--- src/rtl/instruction_fetch_queue_if.sv ---
// Control and decode-side bundle of the instruction fetch queue.
// Optional build macro: IFQ_REDIRECT_CNT_EN adds o_redirect_count.
// The slave modport is the fetch queue; the master modport is whoever drives
// redirect, ready and the program-load port and consumes the queue head.
interface instruction_fetch_queue_if #(
    parameter int SIZE       = 32,
    parameter int ADDR_WIDTH = 6
);
    logic                  i_redirect;
    logic [SIZE-1:0]       i_redirect_pc;
    logic                  i_ready;
    logic                  i_inst_write_enable;
    logic [ADDR_WIDTH-1:0] i_write_addr;
    logic [SIZE-1:0]       i_write_data;
    logic                  o_valid;
    logic [SIZE-1:0]       o_instruction;
    logic [SIZE-1:0]       o_pc;
    logic [SIZE-1:0]       o_pc_next;
    logic                  o_full;
    logic                  o_empty;
    logic                  o_writing_instruction_mem;
`ifdef IFQ_REDIRECT_CNT_EN
    logic [15:0]           o_redirect_count;

    modport master (
        output i_redirect, i_redirect_pc, i_ready,
               i_inst_write_enable, i_write_addr, i_write_data,
        input  o_valid, o_instruction, o_pc, o_pc_next,
               o_full, o_empty, o_writing_instruction_mem, o_redirect_count
    );

    modport slave (
        input  i_redirect, i_redirect_pc, i_ready,
               i_inst_write_enable, i_write_addr, i_write_data,
        output o_valid, o_instruction, o_pc, o_pc_next,
               o_full, o_empty, o_writing_instruction_mem, o_redirect_count
    );
`else
    modport master (
        output i_redirect, i_redirect_pc, i_ready,
               i_inst_write_enable, i_write_addr, i_write_data,
        input  o_valid, o_instruction, o_pc, o_pc_next,
               o_full, o_empty, o_writing_instruction_mem
    );

    modport slave (
        input  i_redirect, i_redirect_pc, i_ready,
               i_inst_write_enable, i_write_addr, i_write_data,
        output o_valid, o_instruction, o_pc, o_pc_next,
               o_full, o_empty, o_writing_instruction_mem
    );
`endif
endinterface

--- src/rtl/instruction_fetch_queue.sv ---
// Instruction fetch stage: instruction memory, fetch PC and a small FIFO of
// {pc, instruction} entries drained by decode over a valid/ready handshake.
// A redirect flushes the queue and refetches from the target; holding the
// program-load enable writes memory, flushes the queue and parks fetch at 0.
// Optional build macro: IFQ_REDIRECT_CNT_EN adds a saturating redirect counter.
// The interface instance must use the same SIZE and ADDR_WIDTH as this module.
module instruction_fetch_queue #(
    parameter int SIZE            = 32,
    parameter int MAX_INSTRUCTION = 64,
    parameter int FIFO_DEPTH      = 4,
    parameter int PC_STEP         = 1
) (
    input logic                      i_clk,
    input logic                      i_rst_n,
    instruction_fetch_queue_if.slave bus
);
    localparam int ADDR_WIDTH = $clog2(MAX_INSTRUCTION);
    localparam int CNT_W      = $clog2(FIFO_DEPTH + 1);
    localparam int PTR_W      = $clog2(FIFO_DEPTH);
    localparam int SHIFT      = $clog2(PC_STEP);
    localparam int MEM_WORDS  = 1 << ADDR_WIDTH;

    typedef enum logic {RUN, LOAD} state_t;

    state_t                state_q, state_d;
    logic [SIZE-1:0]       mem       [MEM_WORDS];
    logic [SIZE-1:0]       fifo_pc   [FIFO_DEPTH];
    logic [SIZE-1:0]       fifo_inst [FIFO_DEPTH];
    logic [PTR_W-1:0]      rd_ptr, wr_ptr;
    logic [CNT_W-1:0]      count;
    logic [SIZE-1:0]       fetch_pc;

    logic [ADDR_WIDTH-1:0] fetch_idx;
    logic [SIZE-1:0]       fetch_inst;
    logic [SIZE:0]         pc_inc;
    logic [SIZE-1:0]       pc_after;
    logic                  head_valid;
    logic                  flush;
    logic                  redirect_take;
    logic                  pop;
    logic                  push;

    function automatic logic [PTR_W-1:0] ptr_inc(input logic [PTR_W-1:0] p);
        return (p == PTR_W'(FIFO_DEPTH - 1)) ? '0 : p + 1'b1;
    endfunction

    // Combinational fetch: index the memory by the fetch PC and work out the
    // following PC, wrapping to 0 once the next index runs past the memory.
    assign fetch_idx  = ADDR_WIDTH'(fetch_pc >> SHIFT);
    assign fetch_inst = mem[fetch_idx];
    assign pc_inc     = {1'b0, fetch_pc} + (SIZE + 1)'(PC_STEP);
    assign pc_after   = ((pc_inc >> SHIFT) >= (SIZE + 1)'(MAX_INSTRUCTION))
                        ? '0 : pc_inc[SIZE-1:0];
    assign head_valid = (count != '0);

    // Load-mode state register; the registered state is the load indicator.
    always_ff @(posedge i_clk or negedge i_rst_n) begin
        if (!i_rst_n) state_q <= RUN;
        else          state_q <= state_d;
    end

    // Next state and per-edge queue actions. A high load enable always wins
    // (even on the RUN edge that enters LOAD), redirects only count in RUN,
    // and the LOAD exit edge streams normally so fetch restarts at PC 0.
    always_comb begin
        state_d       = state_q;
        flush         = 1'b0;
        redirect_take = 1'b0;
        pop           = 1'b0;
        push          = 1'b0;
        if (bus.i_inst_write_enable) begin
            state_d = LOAD;
            flush   = 1'b1;
        end else begin
            state_d = RUN;
            if (state_q == RUN && bus.i_redirect) begin
                redirect_take = 1'b1;
            end else begin
                pop  = head_valid & bus.i_ready;
                push = (count != CNT_W'(FIFO_DEPTH)) | pop;
            end
        end
    end

    // Queue bookkeeping and fetch PC. Push always accompanies pop, so the
    // occupancy can only grow or hold while streaming.
    always_ff @(posedge i_clk or negedge i_rst_n) begin
        if (!i_rst_n) begin
            fetch_pc <= '0;
            count    <= '0;
            rd_ptr   <= '0;
            wr_ptr   <= '0;
        end else if (flush || redirect_take) begin
            fetch_pc <= redirect_take ? bus.i_redirect_pc : '0;
            count    <= '0;
            rd_ptr   <= '0;
            wr_ptr   <= '0;
        end else begin
            if (pop) rd_ptr <= ptr_inc(rd_ptr);
            if (push) begin
                wr_ptr   <= ptr_inc(wr_ptr);
                fetch_pc <= pc_after;
            end
            if (push && !pop) count <= count + 1'b1;
        end
    end

    // Queue storage; contents are only visible through a nonzero count.
    always_ff @(posedge i_clk) begin
        if (push) begin
            fifo_pc[wr_ptr]   <= fetch_pc;
            fifo_inst[wr_ptr] <= fetch_inst;
        end
    end

    // Program-load write port; memory contents survive reset.
    always_ff @(posedge i_clk) begin
        if (bus.i_inst_write_enable) mem[bus.i_write_addr] <= bus.i_write_data;
    end

`ifdef IFQ_REDIRECT_CNT_EN
    logic [15:0] redirect_count;

    // Saturating count of redirects that were acted upon.
    always_ff @(posedge i_clk or negedge i_rst_n) begin
        if (!i_rst_n)                                    redirect_count <= '0;
        else if (redirect_take && redirect_count != 16'hFFFF) redirect_count <= redirect_count + 1'b1;
    end

    assign bus.o_redirect_count = redirect_count;
`endif

    assign bus.o_valid                   = head_valid;
    assign bus.o_instruction             = head_valid ? fifo_inst[rd_ptr] : '0;
    assign bus.o_pc                      = head_valid ? fifo_pc[rd_ptr] : '0;
    assign bus.o_pc_next                 = head_valid ? fifo_pc[rd_ptr] + SIZE'(PC_STEP) : '0;
    assign bus.o_full                    = (count == CNT_W'(FIFO_DEPTH));
    assign bus.o_empty                   = !head_valid;
    assign bus.o_writing_instruction_mem = (state_q == LOAD);
endmodule

--- src/flat_wrapper.sv ---
// flat-port wrapper written by rule: the top's interface ports become plain ports
module instruction_fetch_queue_flat 
#(
    parameter int SIZE            = 32,
    parameter int MAX_INSTRUCTION = 64,
    parameter int FIFO_DEPTH      = 4,
    parameter int PC_STEP         = 1
)
  (i_clk, i_rst_n, bus_i_redirect, bus_i_redirect_pc, bus_i_ready, bus_i_inst_write_enable, bus_i_write_addr, bus_i_write_data, bus_o_valid, bus_o_instruction, bus_o_pc, bus_o_pc_next, bus_o_full, bus_o_empty, bus_o_writing_instruction_mem);
  instruction_fetch_queue_if #(.SIZE(SIZE), .ADDR_WIDTH((6))) bus_i ();
  input logic i_clk;
  input logic i_rst_n;
  input wire logic [$bits(bus_i.i_redirect)-1:0] bus_i_redirect;
  input wire logic [$bits(bus_i.i_redirect_pc)-1:0] bus_i_redirect_pc;
  input wire logic [$bits(bus_i.i_ready)-1:0] bus_i_ready;
  input wire logic [$bits(bus_i.i_inst_write_enable)-1:0] bus_i_inst_write_enable;
  input wire logic [$bits(bus_i.i_write_addr)-1:0] bus_i_write_addr;
  input wire logic [$bits(bus_i.i_write_data)-1:0] bus_i_write_data;
  output wire logic [$bits(bus_i.o_valid)-1:0] bus_o_valid;
  output wire logic [$bits(bus_i.o_instruction)-1:0] bus_o_instruction;
  output wire logic [$bits(bus_i.o_pc)-1:0] bus_o_pc;
  output wire logic [$bits(bus_i.o_pc_next)-1:0] bus_o_pc_next;
  output wire logic [$bits(bus_i.o_full)-1:0] bus_o_full;
  output wire logic [$bits(bus_i.o_empty)-1:0] bus_o_empty;
  output wire logic [$bits(bus_i.o_writing_instruction_mem)-1:0] bus_o_writing_instruction_mem;
  assign bus_i.i_redirect = bus_i_redirect;
  assign bus_i.i_redirect_pc = bus_i_redirect_pc;
  assign bus_i.i_ready = bus_i_ready;
  assign bus_i.i_inst_write_enable = bus_i_inst_write_enable;
  assign bus_i.i_write_addr = bus_i_write_addr;
  assign bus_i.i_write_data = bus_i_write_data;
  assign bus_o_valid = bus_i.o_valid;
  assign bus_o_instruction = bus_i.o_instruction;
  assign bus_o_pc = bus_i.o_pc;
  assign bus_o_pc_next = bus_i.o_pc_next;
  assign bus_o_full = bus_i.o_full;
  assign bus_o_empty = bus_i.o_empty;
  assign bus_o_writing_instruction_mem = bus_i.o_writing_instruction_mem;
  instruction_fetch_queue #(.SIZE(SIZE), .MAX_INSTRUCTION(MAX_INSTRUCTION), .FIFO_DEPTH(FIFO_DEPTH), .PC_STEP(PC_STEP)) u_core (.i_clk(i_clk), .i_rst_n(i_rst_n), .bus(bus_i));
endmodule
--- config.mk ---
export PLATFORM = sky130hd
export DESIGN_NAME = instruction_fetch_queue_flat
export DESIGN_NICKNAME = d
export VERILOG_FILES = /design/src/rtl/instruction_fetch_queue_if.sv /design/src/rtl/instruction_fetch_queue.sv /design/src/flat_wrapper.sv
export SDC_FILE = /design/constraint.sdc
export NUM_CORES = 2
export LEC_CHECK = 0
export CORE_MARGIN = 5
export CORE_UTILIZATION = 30
export CTS_BUF_LIST = sky130_fd_sc_hd__clkbuf_4
export DETAILED_ROUTE_END_ITERATION = 8
export GPL_ROUTABILITY_DRIVEN = 0
export PLACE_DENSITY = 0.5
export SLEW_MARGIN = 20
export SYNTH_ARGS = -nofsm -noshare
export SYNTH_HDL_FRONTEND = slang
export SYNTH_SLANG_ARGS = --single-unit
--- constraint.sdc ---
create_clock -name i_clk -period 9.1 [get_ports i_clk]
set_clock_uncertainty 0.05 [all_clocks]
set_input_delay 1.82 -clock i_clk [delete_from_list [all_inputs] [get_ports i_clk]]
set_output_delay 1.82 -clock i_clk [all_outputs]
set_load 0.02 [all_outputs]
# Word-level counts from Yosys, hierarchy flattened
# Memories as Yosys holds them, arrays and structs flattened.
# Cells that the tools add are included.
# W data, S select, Z words.
[word_totals]
word_cells = 55
reg_bits = 40
ram_bits = 2304
mem_count = 3
inputBits = 75
out_inout_bits = 100
[memory_table]
columns = ["memory", "words", "word_bits", "read_ports", "rd_clocked_by_memory_dff", "write_ports", "line", "source"]
rows = [
  ["u_core.mem", 64, 32, 1, 0, 1, "instruction_fetch_queue.sv:26", "logic [SIZE-1:0] mem [MEM_WORDS];"],
  ["u_core.fifo_inst", 4, 32, 1, 0, 1, "instruction_fetch_queue.sv:28", "logic [SIZE-1:0] fifo_inst [FIFO_DEPTH];"],
  ["u_core.fifo_pc", 4, 32, 1, 0, 1, "instruction_fetch_queue.sv:27", "logic [SIZE-1:0] fifo_pc [FIFO_DEPTH];"],
]
[classes]
n_bitwise = 3
n_reduce_logical = 9
n_mux = 25
n_eq_ne = 4
magnitude_cmp = 1
addsub = 5
[op_table]
columns = ["operator", "count"]
rows = [
  ["$mux W32", 7],
  ["$add A32 B1 Y33 const B", 1],
  ["$ge A33 B7 Y1 const B", 1],
  ["$add A32 B1 Y32 const B", 1],
  ["$mux W2", 6],
  ["$mux W1", 10],
  ["$mux W3", 2],
  ["$reduce_bool A2 Y1", 3],
  ["$add A2 B1 Y2 const B", 2],
  ["$eq A2 B2 Y1 const B", 2],
  ["$add A3 B1 Y3 const B", 1],
  ["$eq A3 B3 Y1 const B", 1],
  ["$ne A3 B3 Y1 const B", 1],
  ["$reduce_bool A3 Y1", 1],
  ["$logic_and A1 B1 Y1", 2],
  ["$logic_not A1 Y1", 2],
  ["$and A1 B1 Y1", 1],
  ["$logic_or A1 B1 Y1", 1],
  ["$not A1 Y1", 1],
  ["$or A1 B1 Y1", 1],
]

# Depth between registers and ports, before layout
[depth]
word_depth = 8
depth_mapped = 12
depth_no_buf = 9

# Least setup slack after synthesis
# OpenSTA, ideal clock, no wires.
[synth_path]
path_kind = "input to register"
start = "input port bus_i_inst_write_enable"
end = "memory u_core.mem[38][0] (enable)"
t_arrival_ns = 4.867
setup_ns = 0.461
setup_slack_ns = 3.722
t_required_ns = 8.589
path_buffers = 2
stages = 5
cell_sequence = "clkbuf_1 -> nand2_1 -> or3_1 -> clkbuf_1 -> nor3_1"
[synth_via]
elab_chain_cells = 2
[synth_lines]
columns = ["item", "line", "source"]
rows = [
  ["from (decl)", "flat_wrapper.sv:16", "input wire logic [$bits(bus_i.i_inst_write_enable)-1:0] bus_i_inst_write_enable;"],
  ["$mux W1", "instruction_fetch_queue.sv:118", "if (bus.i_inst_write_enable) mem[bus.i_write_addr] <= bus.i_write_data;"],
  ["$mux W1 (not written as such)", "instruction_fetch_queue.sv:118", ""],
  ["to (decl)", "instruction_fetch_queue.sv:26", ""],
]
# Every way passes these cells.

# Worst setup path after layout
[layout_path]
start = "register u_core.rd_ptr[0]"
end = "output port bus_o_pc_next[31]"
[layout_via]
elab_chain_cells = 3
[layout_lines]
columns = ["item", "line", "source"]
rows = [
  ["from (decl)", "instruction_fetch_queue.sv:29", "logic [PTR_W-1:0] rd_ptr, wr_ptr;"],
  ["from (signal assigned)", "instruction_fetch_queue.sv:99", "if (pop) rd_ptr <= ptr_inc(rd_ptr);"],
  ["$mem_v2 Z4 W32", "n/a", ""],
  ["$add A32 B1 Y32", "instruction_fetch_queue.sv:136", "assign bus.o_pc_next = head_valid ? fifo_pc[rd_ptr] + SIZE'(PC_STEP) : '0;"],
  ["$mux W32", "instruction_fetch_queue.sv:136", ""],
  ["to (decl)", "flat_wrapper.sv:22", "output wire logic [$bits(bus_i.o_pc_next)-1:0] bus_o_pc_next;"],
]
# Every way passes these cells.

==> flow_summary.yaml <==
synth:
  synthMostInstantiatedCell: "edfxtp_1"
  syn_area_mm2: 0.0904
  yosysWarnings: 0
  yosysSeqAreaShare_pct: 77.6
  syn_avg_cell_area_um2: 23.9
  synth_cell_type_count: 54
  netlist_instances: 3779
  ys.flop_type: "edfxtp_1"
  synth_seq_cells: 2344
  yosysTopAreaCellShare_pct: 76.5
  synth_commonest_cells: "edfxtp_1 (2304), mux4_2 (726), clkbuf_1 (137)"
  synth.area.top_cells: "edfxtp_1 (76%), mux4_2 (18%), dfrtp_1 (1.1%)"
  async_flop_share_pct: 1.71
  synth-edff-count: 2304
  synth_largest_area_cell: "edfxtp_1"
  synth_nets: 3863
timing:
  rsz0062_at_grt: "false"
  fmax_ghz: 0.143
  min_period_ps: 7010
  relSlewSlack_pct: 25.8
  tightest_slew_ps: 1110
  setup_viol: 0
  drv_slew: 0
  period_share_pct: 77.0
  hold_viol_final: 0
  setup_tns_ps: 0
route:
  vias: 44300
  routedWlPerCell_um: 28.2
  route.detailed.drc: 0
  ant_nets: 0
  drt_iter0_drc: 4101
  drtPass1Iterations: 5
  drt_wl_total_um: 251000
  vias_per_cell: 4.99
layout:
  stdcell_count: 8890
  nFillCells: 27900
  design_area_mm2: 0.106
  area_delta_synth_final_pct: 16.7
  drive_gt1_share_pct: 39.3
  nNetsFinal: 4594
power:
  seqPwrFrac_pct: 52.8
  clkPwrFrac_pct: 39.9
  switching_share_pct: 23.1
  combPwrFrac_pct: 7.3
  p_switching_uw: 5270
  p_leak_uw: 0.0323
  vdd_ir_drop_max_uv: 96.6
  intPower_uw: 17500
  power_density_mw_per_mm2: 216
place:
  port-buffer-count: 174
  placedCellCount: 7850
  placed_cell_area_mm2: 0.0979
  dp_hpwl_um: 143000
die:
  die_h_um: 559
  initial_core_util_pct: 30.1
  rows: 201
  die_area_mm2: 0.313
  die_w_um: 559
  core_area_mm2: 0.300
  ios: 175
worst_setup_path:
  crit_type: "reg -> out"
  crit_path_top_delay_cell: "dfrtp_4"
  cp_max_fo: 32
  critPathMaxStageDelay_ps: 810
  crit_required_ps: 7230
  worstSetupEndpointType: "output pin"
  path_cells: "mux4_1 -> and4_1 -> nand2_1 -> or3_1 -> or2_0 -> or3_1 -> a21oi_1 -> clkdlybuf4s50_1"
  cp-start-kind: "flop"
  cp_common_cell: "or3_1"
  arrival_ps: 5140
clocking:
  htree_levels: 6
  clock-root-buffer: "clkbuf_4"
  cts_resized: 0
  cts_made_buffers: 616
  clock_sinks: 2344
  cts.reportedPaths.clkPinSlew_ps: 60
  clock_latency_ps: 1280
  cts_tree: "done"
  hold_buffers: 0
  cts.path.max_buffers: 4
  cts_setup_buffers: 0
global_route:
  grt_max_degree: 100
  antenna_found_initial: 38
  grt_pass1_vias: 46400
  grt_pass1_wl_um: 355000
  grtUsageTotal_pct: 15.7
  overflow: 0
run:
  maxCapViolCount: 0
hold_path:
  hold_class: "in -> async"
outcome:
  outcome: "completed"
## power groups by stage
stage	Combinational, uW	Clock, uW	Sequential (uW)
after floorplan	915	0	12200
after global placement	1690	0	12300
after detailed placement	1700	0	12300
after CTS	1700	9410	12100
after global routing	1760	10000	12100
final	1660	9100	12100
## routing by layer
layer  vias to the layer above  wire length (um)  GRT usage [%]
met5                         -                41              0
met4                         6              4700           3.79
met3                       351             16100           3.37
met2                      1746            119000           24.9
met1                     24100            111000           22.3
li1                      18100                 -              -
## critical path: cells and delay by family (launching register included)
family / cells / cell delay, ps
AOI/OAI and AO/OA: 1 / 180
buffers and inverters: 1 / 630
DFF: 1 / 810
muxes: 1 / 480
and+or+nand+nor: 5 / 1700
## per-stage QoR
step	power, uW	setup slack [ps]	utilization (%)	hold slack (ps)
3_5_place_dp	14000	3360	32.6	522
5_1_grt	23900	1640	35.2	376
4_1_cts	23200	1870	35.2	530
6_report	22800	2090	35.2	509
2_1_floorplan	13200	3720	-	421
3_3_place_gp	14000	3350	32.6	509
## layout by cell type, fill, tap and decap left out, types with 4 or more instances in the layout
| cell | count |
|---|---|
| edfxtp_1 | 2304 |
| clkbuf_4 | 895 |
| mux4_2 | 726 |
| clkdlybuf4s50_1 | 141 |
| buf_4 | 129 |
| clkinv_1 | 82 |
| and2_1 | 65 |
| nor2_4 | 56 |
| nor2_1 | 55 |
| nand2_1 | 44 |
| dfrtp_1 | 34 |
| nand3_1 | 30 |
| buf_2 | 30 |
| a22o_1 | 25 |
| a21oi_1 | 24 |
| nand4_1 | 20 |
| inv_1 | 19 |
| xnor2_1 | 19 |
| or3_1 | 16 |
| diode_2 | 14 |
| bufinv_16 | 14 |
| clkinv_2 | 13 |
| nor3_1 | 13 |
| o21ai_0 | 13 |
| inv_2 | 13 |
| xor2_1 | 11 |
| buf_12 | 11 |
| mux4_1 | 10 |
| nor3_2 | 10 |
| ha_1 | 9 |
| and3_1 | 7 |
| nand2b_1 | 7 |
| nor2b_1 | 6 |
| a31oi_1 | 5 |
| clkinv_4 | 5 |
| dfrtp_4 | 5 |
| and3_4 | 4 |
| clkinvlp_4 | 4 |
## sequential cells by signal, indices dropped and copies added (netlist names)
name,cells
u_core.mem,2048
u_core.fifo_inst,128
u_core.fifo_pc,128
u_core.fetch_pc,32
u_core.count,3
u_core.rd_ptr,2
u_core.wr_ptr,2
u_core.bus.o_writing_instruction_mem,1
## final cells by class
class                   instances  area (um2)  area share (%)
diodes                         14        35.0          0.0332
clock buffers                 895        6720            6.36
clock inverters               131         920           0.871
inverters                      21        87.6          0.0830
multi-input cells            1215       19900            18.8
flip-flops and latches       2344       70200            66.5
well taps                    3958        4950            4.69
repair buffers                312        2780            2.63
## cells by family (layout without fill, tap and decap cells)
family	Yosys count	after routing	share of synthesized area [%]
DFF	2344	2344	77.6
muxes	738	738	18.4
and+or+nand+nor	357	357	2.01
buffers and inverters	220	1359	0.960
AOI/OAI and AO/OA	81	81	0.616
xor gates and xnor gates	30	30	0.291
adders and majority gates	9	9	0.125
other	0	14	0
## worst paths after layout
check	startpoint	to	slack, ps	cells after the start
max	u_core.rd_ptr[0]	bus_o_pc_next[31]	2090	8
min	i_rst_n	u_core.fetch_pc[22]	510	1
max reg2reg	u_core.fetch_pc[1]	u_core.fifo_inst[0][15]	4340	5
min reg2reg	u_core.wr_ptr[1]	u_core.wr_ptr[1]	530	2
max in group asynchronous	i_rst_n	u_core.fetch_pc[0]	7980	1
min in group i_clk	u_core.wr_ptr[1]	u_core.wr_ptr[1]	530	2
(Power assumes the default switching activity.)
